**config.mk**
```make
export PLATFORM = sky130hd
export DESIGN_NAME = tdm_demux8
export DESIGN_NICKNAME = d
export VERILOG_FILES = /design/src/rtl/tdm_demux8.sv
export SDC_FILE = /design/constraint.sdc
export NUM_CORES = 1
export LEC_CHECK = 0
export BUFFER_PORTS_ARGS = -buffer_cell sky130_fd_sc_hd__buf_2
export CORE_AREA = 2 2 55 57
export DETAILED_ROUTE_END_ITERATION = 6
export DIE_AREA = 0 0 57 59
export SYNTH_ARGS = -nofsm -noshare
export SYNTH_HDL_FRONTEND = slang
export SYNTH_SLANG_ARGS = --single-unit
```
**constraint.sdc**
```tcl
create_clock -name clk -period 1.5 [get_ports clk]
set_input_delay 0.3 -clock clk [delete_from_list [all_inputs] [get_ports clk]]
set_output_delay 0.3 -clock clk [all_outputs]
set_load 0.02 [all_outputs]
```
**src/rtl/tdm_demux8.sv**
```systemverilog
// tdm_demux8 -- receive end of the 8:1 time-division mux path.
//
// Walks a registered channel select across the upstream mux8to1, samples
// the serial line once per slot and reassembles the slots into a parallel
// word. A completed frame is published on y with a one-cycle valid pulse.
//
// Ports:
//   clk       in   rising-edge clock
//   reset     in   synchronous, active-high reset
//   start     in   frame-start request (honoured in IDLE and DONE only)
//   en        in   slot advance enable; 0 stalls sampling and select
//   d         in   serial data from the upstream mux output
//   sel       out  registered channel select to the upstream mux
//   ch_en     out  one-hot slot strobe, set only while sampling a slot
//   y         out  last completed frame, y[i] = bit sampled in slot i
//   valid     out  one-cycle pulse after a frame completes
//   busy      out  high while a frame is being shifted in
//   dbg_state out  current FSM state (IDLE=0, SHIFT=1, DONE=2)
//
// Handshake: there is no backpressure. A frame is requested by start in
// IDLE/DONE; each SHIFT cycle with en=1 consumes one slot of d. valid is a
// single-cycle qualifier for y; y is stable at all other times.
module tdm_demux8 #(
  parameter int N_CH  = 8,
  parameter int SEL_W = 3
) (
  input  logic             clk,
  input  logic             reset,
  input  logic             start,
  input  logic             en,
  input  logic             d,
  output logic [SEL_W-1:0] sel,
  output logic [N_CH-1:0]  ch_en,
  output logic [N_CH-1:0]  y,
  output logic             valid,
  output logic             busy,
  output logic [1:0]       dbg_state
);

  typedef enum logic [1:0] {
    S_IDLE  = 2'd0,
    S_SHIFT = 2'd1,
    S_DONE  = 2'd2
  } state_t;

  state_t           r_state;
  logic [SEL_W-1:0] r_sel;
  logic [N_CH-1:0]  r_shadow;
  logic [N_CH-1:0]  r_y;

  state_t           w_state_nxt;
  logic [SEL_W-1:0] w_sel_nxt;
  logic [N_CH-1:0]  w_shadow_nxt;
  logic [N_CH-1:0]  w_y_nxt;
  logic [N_CH-1:0]  w_ch_en;
  logic             w_last_slot;

  assign w_last_slot = (r_sel == SEL_W'(N_CH - 1));

  always_comb begin
    w_state_nxt  = r_state;
    w_sel_nxt    = r_sel;
    w_shadow_nxt = r_shadow;
    w_y_nxt      = r_y;
    w_ch_en      = '0;
    case (r_state)
      S_IDLE: begin
        w_sel_nxt = '0;
        if (start) w_state_nxt = S_SHIFT;
      end
      S_SHIFT: begin
        if (en) begin
          w_ch_en[r_sel]      = 1'b1;
          w_shadow_nxt[r_sel] = d;
          if (w_last_slot) begin
            // The last slot goes straight into y alongside the shadow so the
            // frame is published in the cycle after its final sample.
            w_y_nxt     = w_shadow_nxt;
            w_sel_nxt   = '0;
            w_state_nxt = S_DONE;
          end else begin
            w_sel_nxt = r_sel + SEL_W'(1);
          end
        end
      end
      S_DONE: begin
        w_sel_nxt = '0;
        // start here chains a frame with no idle gap.
        w_state_nxt = start ? S_SHIFT : S_IDLE;
      end
      default: begin
        w_state_nxt = S_IDLE;
        w_sel_nxt   = '0;
      end
    endcase
  end

  always_ff @(posedge clk) begin
    if (reset) begin
      r_state  <= S_IDLE;
      r_sel    <= '0;
      r_shadow <= '0;
      r_y      <= '0;
    end else begin
      r_state  <= w_state_nxt;
      r_sel    <= w_sel_nxt;
      r_shadow <= w_shadow_nxt;
      r_y      <= w_y_nxt;
    end
  end

  assign sel       = r_sel;
  assign ch_en     = w_ch_en;
  assign y         = r_y;
  assign valid     = (r_state == S_DONE);
  assign busy      = (r_state == S_SHIFT);
  assign dbg_state = r_state;

endmodule

```
==> results, run 1 <==
- The overall fraction of global-route tracks in use is 17.8%.
- Yosys attributes the largest share of cell area to sky130_fd_sc_hd__dfxtp_1 (39%), sky130_fd_sc_hd__mux2i_1 (14%), sky130_fd_sc_hd__nand2b_1 (6.4%).
- For the worst setup path, the data required time is 1.20 ns.
- The most numerous cell in the Yosys netlist is sky130_fd_sc_hd__dfxtp_1.
- The number of placed instances, taps included is 172.
- The startpoint kind of the worst setup timing path is a flop.
- The synthesis-stage register bit count is 21.
- The number of H-tree branching levels is 1.
- The number of clock buffers added by TritonCTS is 3.
- Subtracting the final worst setup slack from the clock period gives 1.64 ns.
- Setup violations remaining at the end of the flow were counted as 18.
- Port buffering added 27 buffers.
- For this run, the leading register cell type out of synthesis is sky130_fd_sc_hd__dfxtp_1.
- The critical path data arrival time is 1.34 ns.
- The async set-reset flop share out of synthesis is 0%.
- The final period utilization is 109%.
- The synthesized design contains 0 enable-type register cells.
- The count of clock tree sinks is 21.
- The final reports fail on setup timing.
- For this design the static power due to leakage is 0.677 nW.
- At the end of the flow, the number of nets in the layout was 169.
- The initial antenna violation count came to 0.
- The number of nets with antenna violations after detailed routing is 0.
- The number of nets produced by synthesis is 121.
- Across the run, the number of max-cap violations was 0.
- The later pin in the worst-skew pair is clocked with a latency of 0.31 ns.
- The pin count of the biggest net entering global routing is 22.
- The power per unit of standard cell area is 580 mW/mm2.
- The post-route netlist has 52.8% of its cells at a drive strength greater than 1.
- In this run, post-CTS hold repair placed 0 buffers.
- The overall power after layout is 0.000965 W.
- The congestion estimate from routability-driven global placement came to 0.742.
- For the pin with the worst max-slew slack, the measured transition is 0.299 ns.
- After the flow finishes, the layout carries non-filler instances totaling 192.
- The final hold violation count came to 0.
- The clock tree from TritonCTS is done.
- The die covers 0.00336 mm2.
- The HPWL after detailed placement is 1650 um.
- For this block, the initial DRC count from the detailed router was 26.
- Setup repair after global routing could not meet its margin everywhere.
- After clock tree synthesis, the clock-pin slew on the worst setup and hold paths is 0.13 ns.
- Setup slack on the critical path of the routed design comes to -0.141 ns.
- The core region is 0.00271 mm2.
- The initial core utilization is 39.8%.
- The instance count of the mapped netlist is 114.
- Counting along the longest clock path gives a buffer depth of 2.
- The total overflow left after global routing is 0.
- The critical path is of the flop to output port type.
- The largest area contributor in the netlist is sky130_fd_sc_hd__dfxtp_1.
- The first-pass iteration count of the detailed router is 4.
- The I/O pin count is 28.
- The normalized max-slew margin is 80.1%.
- 0 antenna diodes ended up in the layout.
- The wire length per cell is 14.9 um.
- The tree is rooted in a sky130_fd_sc_hd__clkbuf_4.
- The final wirelength is 2870 um.
- The detailed router placed 1,007 vias in this run.
- The detailed-route vias per instance is 5.24.
- The max-slew violation total from the final report is 0.
- The row count is 19.
- The fraction of the yosys area taken by sequential cells is 39.0%.
- The layout overhead on the synthesized area is 54.4%.
- The clock arrives with 0.00575 ns of skew.
- Across the VDD grid, the largest voltage drop is 432 uV.
- The share of the synthesized area in the top cell type is 39.0%.
- The type of the tightest min-delay check is primary input to flop.
- The achievable frequency is 609 MHz.
- Counting distinct cell types in the post-synthesis netlist gives 32.
- The die span in y is 59 um.
- The run finished, with violations left.
- The via count of the first global-routing pass came to 955.
- The cell area that synthesis handed to floorplanning was 0.00108 mm2.
- Ranked by instance count, the synthesized netlist is headed by sky130_fd_sc_hd__dfxtp_1 (21), sky130_fd_sc_hd__mux2i_1 (15), sky130_fd_sc_hd__nor2_1 (15).
- The detailed-route DRC error count is 0.
- Of all nets on the critical path, the largest fanout is 4.
- The mean post-synth cell area is 9.45 um2.
- Yosys printed 0 warnings.
- The worst setup path is captured at an output port.
- From left edge to right edge, the die measures 57 um.
- The first global-routing pass estimated 4600 um of wire.
-- registers in the layout, indices dropped and copies added (netlist names) --
| register | cells |
|---|---|
| sel | 3 |
| r_shadow | 8 |
| dbg_state | 2 |
| y | 8 |
-- stage by stage --
stage | util [%] | cell area, um2 | hold WS (ns) | worst slack, ns | setup TNS, ns
floorplan | - | 1080 | 0.444 | 0.0115 | 0
global placement | 46.5 | 1260 | 0.459 | 0.0800 | 0
detailed placement | 46.5 | 1260 | 0.468 | 0.00767 | 0
CTS | 56.6 | 1530 | 0.223 | -0.134 | -0.748
global route | 61.4 | 1660 | 0.242 | -0.199 | -2.28
finish | 61.4 | 1660 | 0.237 | -0.141 | -1.30
-- routing by layer --
metal | vias up | global-route usage, % | wire length [um]
li1 | 494 | - | -
met1 | 478 | 23.8 | 1360
met2 | 33 | 27.9 | 1350
met3 | 2 | 4.15 | 140
met4 | 0 | 7.31 | 16
met5 | - | 0 | 0
-- logic make-up (layout without fill, tap and decap cells) --
group	count (synthesis)	count (layout)	share of synthesized area, %
flip-flops	21	21	39.0
adder cells (fa/ha/maj)	2	2	2.32
multiplexers	15	15	13.9
AND/OR/NAND/NOR	49	49	26.7
AO/OA/AOI/OAI	14	14	9.52
buffers and inverters	13	60	8.48
-- report_power, final --
group          leakage [nW]  switching [W]  internal, W  total, W
Combinational         0.486      0.0000588    0.0000489  0.000108
Clock                0.0177       0.000193    0.0000994  0.000292
Sequential            0.173     0.00000632     0.000559  0.000566
Total                 0.677       0.000258     0.000708  0.000965
-- cells in the final DEF (no fill, tap or decap), types with 4 or more instances in the layout --
master / n
sky130_fd_sc_hd__buf_2: 20
sky130_fd_sc_hd__nand3_1: 4
sky130_fd_sc_hd__nand2b_1: 9
sky130_fd_sc_hd__nor2_1: 9
sky130_fd_sc_hd__nor2_2: 4
sky130_fd_sc_hd__buf_4: 19
sky130_fd_sc_hd__buf_6: 9
sky130_fd_sc_hd__dfxtp_1: 16
sky130_fd_sc_hd__mux2i_1: 15
-- area by class of cell --
| cell class | count | area, um2 |
|---|---|---|
| Clock buffer | 3 | 22.5 |
| Clock inverter | 1 | 5.00 |
| Fill cell | 234 | 1050 |
| Inverter | 3 | 11.3 |
| Multi-Input combinational cell | 80 | 697 |
| Sequential cell | 21 | 434 |
| Tap cell | 31 | 38.8 |
| Timing Repair Buffer | 53 | 454 |
-- worst paths after layout --
path | startpoint | to | slack, ns | cells after the start
min reg2reg | r_shadow[4]$_SDFFE_PP0P_ | r_shadow[4]$_SDFFE_PP0P_ | 0.49 | 2
max reg2reg | sel[0]$_SDFFE_PP0P_ | y[3]$_SDFFE_PP0P_ | -0.09 | 7
max | sel[0]$_SDFFE_PP0P_ | ch_en[2] | -0.14 | 3
min | start | dbg_state[0]$_SDFFE_PP0P_ | 0.24 | 3
-- what timing repair did --
action / 4_1_cts / 5_1_grt
pin swaps: 6 / 5
gates resized for setup: 36 / 15
setup buffers: 12 / 2
cloned: 0 / 2
endpoints found under the setup margin: 10 / 20
-- worst max-delay path: stages, from the launching register on --
cell,delay [ns]
sky130_fd_sc_hd__dfxtp_4,0.38
sky130_fd_sc_hd__nand4bb_4,0.27
sky130_fd_sc_hd__nor2_2,0.20
sky130_fd_sc_hd__buf_2,0.19
No activity file was read; power rests on OpenSTA's default activity.
==> run 2: changes to the inputs <==
--- a/config.mk
+++ b/config.mk
@@ -5,10 +5,11 @@
 export SDC_FILE = /design/constraint.sdc
 export NUM_CORES = 1
 export LEC_CHECK = 0
+export ABC_AREA = 1
 export BUFFER_PORTS_ARGS = -buffer_cell sky130_fd_sc_hd__buf_2
-export CORE_AREA = 2 2 55 57
+export CORE_AREA = 2 2 58 60
 export DETAILED_ROUTE_END_ITERATION = 6
-export DIE_AREA = 0 0 57 59
+export DIE_AREA = 0 0 60 62
 export SYNTH_ARGS = -nofsm -noshare
 export SYNTH_HDL_FRONTEND = slang
 export SYNTH_SLANG_ARGS = --single-unit
==> results, run 2 <==
- TritonCTS built the clock tree.
- The dominant delay contributor by cell family on the critical path is flip-flops.
- The async set-reset flop share out of synthesis is 0% (unchanged).
- The final cell count without fillers is 277 (+44%).
- The net switching power of the design was 0.000311 W (+21%).
- The number of warnings reported in the yosys synthesis log is 0 (unchanged).
- The number of nets with antenna violations after detailed routing is 0 (unchanged).
- The worst setup skew after layout was 0.0158 ns (+0.0100 ns).
- The initial core utilization is 36.8% (-3.0 points).
- The initial antenna violation count was 0 (unchanged).
- The clock period minus final worst setup slack is 1.61 ns (-0.0269 ns).
- The share of the synthesized area in the top cell type was 36.0% (-3.1 points).
- The final hold violation count is 0 (unchanged).
- The area of the placeable core is 0.00318 mm2 (+17%).
- The overall die width is 60 um (+5.3%).
- The final reports fail on setup timing.
- The total of endpoints with negative setup slack in the final report is 10 (-8).
- The layout overhead on the synthesized area is 53.2%.
- The synthesized design spends more area on one cell type than any other, namely sky130_fd_sc_hd__dfxtp_1.
- The switching power as a share of total power is 30.0% (+3.3 points).
- The overall fraction of global-route tracks in use came to 17.6% (-0.21 points).
- The mean post-synth cell area came to 6.49 um2 (-31%).
- The internal cell power is 0.000724 W (+2.4%).
- The detailed-route vias per instance is 4.52 (-14%).
- The HPWL after detailed placement is 1780 um (+7.9%).
- The achievable frequency came to 620 MHz (+1.7%).
- The wire length per cell is 11.6 um (-23%).
- The die span in y is 62 um (+5.1%).
- The routed length on met1 is 1450 um (+6.9%).
- The die area is 0.00372 mm2 (+11%).
- The number of unique standard cell types used by synthesis is 23 (-28%).
- The last weighted congestion value of the routability-driven placer was 0.739 (-0.42%).
- The total number of vias is 1,252 (+24%).
- The detailed-route DRC error count is 0 (unchanged).
- The number of placed instances, taps included came to 251 (+46%).
- The instance count of the mapped netlist is 180 (+58%).
- The sum of overflow across all layers after global routing was 0 (unchanged).
- The iteration-0 DRC count of the detailed router is 26 (unchanged).
- The dominant synthesized flop cell is sky130_fd_sc_hd__dfxtp_1.
- The type of the tightest min-delay check is primary input to flop.
- The pin count of the biggest net entering global routing is 16 (-27%).
- The hold buffer count at CTS is 0 (unchanged).
- The critical path endpoint category is an output port.
- The final period utilization came to 108% (-1.8 points).
- The total number of nets in the final design is 239 (+41%).
- Walking the worst path, the cells encountered are clkinvlp_4 -> nor2_1 -> nand2_2 -> inv_2 -> buf_6.
- The max-slew violation total from the final report is 0 (unchanged).
- The first-pass iteration count of the detailed router is 4 (unchanged).
- The top routing layer in use is met4.
- By count the netlist is led by sky130_fd_sc_hd__nand2_1 (49), sky130_fd_sc_hd__nor2_1 (28), sky130_fd_sc_hd__inv_1 (22).
- The normalized max-slew margin was 81.3% (+1.2 points).
- The layout filler cell count is 303 (+29%).
- The critical path data arrival time came to 1.31 ns (-0.03 ns).
- The number of buffers created by CTS is 3 (unchanged).
- The row count was 21 (+2).
- The met3 wire length was 82 um (-41%).
- The clock group share of total power is 29.2% (-1.1 points).
- The largest fanout on the critical path is 7 (+3).
- Among all cell types in the netlist, the one instantiated most often is sky130_fd_sc_hd__nand2_1.
- The later-pin clock latency in the skew report is 0.33 ns (+0.02 ns).
- The slowest stage of the critical path is the sky130_fd_sc_hd__dfxtp_4 cell.
- The hold-critical path depth is 3 (unchanged).
- The worst hold margin was 0.201 ns (-0.0359 ns).
- The power per unit of standard cell area is 578 mW/mm2 (-0.37%).
- The static leakage is 0.881 nW (+30%).
- The cell area after layout is 0.00179 mm2 (+7.7%).
- The CTS clock-pin slew for the worst setup and hold paths is 0.14 ns (about the same).
- The number of nets produced by synthesis came to 187 (+55%).
- The most common cell after layout, fill and taps aside is sky130_fd_sc_hd__nand2_1.
- The wire length of the first global-routing pass came to 4930 um (+7.2%).
- The number of H-tree branching levels is 1 (unchanged).
- Setup repair after global routing could not meet its margin everywhere.
- The worst-case clock buffer depth was 2 (unchanged).
- The fraction of layout cells with a size suffix above 1 was 47.6% (-5.2 points).
- The I/O pin count is 28 (unchanged).
- The transition at the pin with the smallest max-transition slack was 0.280 ns (-0.0186 ns).
- The fraction of power consumed by combinational cells is 15.8% (+4.6 points).
- The smallest setup slack after layout is -0.114 ns (+0.0269 ns).
- The total length of routed met2 wires came to 1620 um (+19%).
- The post-placement cell area is 0.00135 mm2 (+7.0%).
- The startpoint kind of the worst setup timing path is a flop.
- The worst reg-to-reg path cell count is 10 (+3).
- The required time at the endpoint of the critical path is 1.20 ns (about the same).
- The worst stage delay on the critical path is 0.40 ns (+0.02 ns).
- The max-cap violation count is 0 (unchanged).
- The diode insertion count for antenna repair is 0 (unchanged).
- The run finished, with violations left.
- The critical setup path kind is flop to output port.
- The path length in cells of the critical path is 5 (+2).
- The overall power after layout is 0.00104 W (+7.3%).
- The synthesis-stage register bit count is 21 (unchanged).
- The highest ir drop seen on vdd is 273 uV (-37%).
- By area the synthesized netlist is led by sky130_fd_sc_hd__dfxtp_1 (36%), sky130_fd_sc_hd__nand2_1 (16%), sky130_fd_sc_hd__nor2_1 (9.0%).
- The summed instance area of the synthesized netlist is 0.00117 mm2 (+8.5%).
- The via count of the first global-routing pass is 1,116 (+17%).
- The fraction of the yosys area taken by sequential cells is 36.0% (-3.1 points).
- The final wirelength is 3210 um (+12%).
- Leaving out fill and tap cells, the most frequent cells in the layout are sky130_fd_sc_hd__nand2_1 (39), sky130_fd_sc_hd__buf_4 (23), sky130_fd_sc_hd__nor2_1 (22), sky130_fd_sc_hd__buf_2 (17), sky130_fd_sc_hd__dfxtp_1 (16).
- The total buffers and inverters traversed by the critical path was 3 (+2).
- The count of clock tree sinks is 21 (unchanged).
- The portion of total power attributed to sequential cells came to 55.1% (-3.5 points).
- The clock tree root buffer cell is sky130_fd_sc_hd__clkbuf_4.
- The number of enable flip-flop cells after synthesis is 0 (unchanged).
- The total of buffers placed on input and output ports came to 27 (unchanged).
[run 2: cell types whose count changed after synthesis, moves of 3 or more]
cell | before | now
sky130_fd_sc_hd__nand2_1 | 1 | 49
sky130_fd_sc_hd__a211oi_1 | 3 | 0
sky130_fd_sc_hd__nand2_2 | 0 | 3
sky130_fd_sc_hd__o21ai_1 | 0 | 7
sky130_fd_sc_hd__nor2_2 | 1 | 5
sky130_fd_sc_hd__inv_1 | 3 | 22
sky130_fd_sc_hd__a311oi_1 | 4 | 0
sky130_fd_sc_hd__nand2b_1 | 11 | 0
sky130_fd_sc_hd__mux2i_1 | 15 | 0
sky130_fd_sc_hd__inv_2 | 0 | 5
sky130_fd_sc_hd__nand4_1 | 1 | 4
sky130_fd_sc_hd__nand3_1 | 4 | 13
sky130_fd_sc_hd__nor3_2 | 3 | 0
sky130_fd_sc_hd__nor2_1 | 15 | 28
[run 2: per-stage QoR]
stage,setup WS [ns],setup TNS [ns],utilization [%]
after global placement,0.0481,0,42.5
after global routing,-0.175,-1.24,56.3
after detailed placement,-0.00512,-0.00512,42.5
final,-0.114,-0.634,56.3
after CTS,-0.0530,-0.337,51.8
after floorplan,0.0851,0,-
[run 2: kinds of logic after synthesis]
kind of cell / after synthesis / share of synthesized area [%]
and+or+nand+nor: 108 / 42.2
buffers and inverters: 34 / 12.5
DFF: 21 / 36.0
AOI/OAI and AO/OA: 14 / 6.42
adders and majority gates: 2 / 2.14
xor gates and xnor gates: 1 / 0.750
[run 2: layout make-up]
cell class,count,area (um2),share of cell area [%]
inverters,28,119,6.64
repair buffers,52,393,21.9
clock buffers,4,26.3,1.47
multi-input cells,126,756,42.2
well taps,46,57.6,3.21
flip-flops and latches,21,439,24.5
[run 2: timing repair]
action                     CTS  global route
buffers inserted            18             3
pin swaps                   11             9
gates cloned                 0             1
setup endpoints to repair   16            18
gates resized for setup     53            28
[run 2: path summary, 6_finish.rpt]
check	to	slack, ns	from
worst min register to register	r_shadow[0]$_SDFFE_PP0P_	0.52	r_shadow[0]$_SDFFE_PP0P_
worst max-delay path	ch_en[3]	-0.11	sel[0]$_SDFFE_PP0P_
worst min-delay path	dbg_state[0]$_SDFFE_PP0P_	0.20	start
worst max register to register	r_shadow[1]$_SDFFE_PP0P_	-0.03	sel[0]$_SDFFE_PP0P_
[run 2: power groups by stage]
stage	clock network, W	logic (W)	registers [W]
after floorplan	0	0.0000778	0.000590
after CTS	0.000294	0.000144	0.000569
after detailed placement	0	0.000113	0.000586
after global placement	0	0.000113	0.000586
final	0.000302	0.000163	0.000570
after global routing	0.000332	0.000175	0.000572
[run 2: worst register-to-register path: cells and delay by family, from the launching register on]
family                 cells  cell delay (ns)
buffers and inverters      5             0.67
flip-flops                 1             0.40
AND/OR/NAND/NOR            5             0.40
[run 2: metal layers]
layer | up-vias | track usage (%)
li1 | 653 | -
met2 | 23 | 29.8
met3 | 5 | 1.86
met5 | - | 0
met1 | 571 | 22.5
met4 | 0 | 8.25
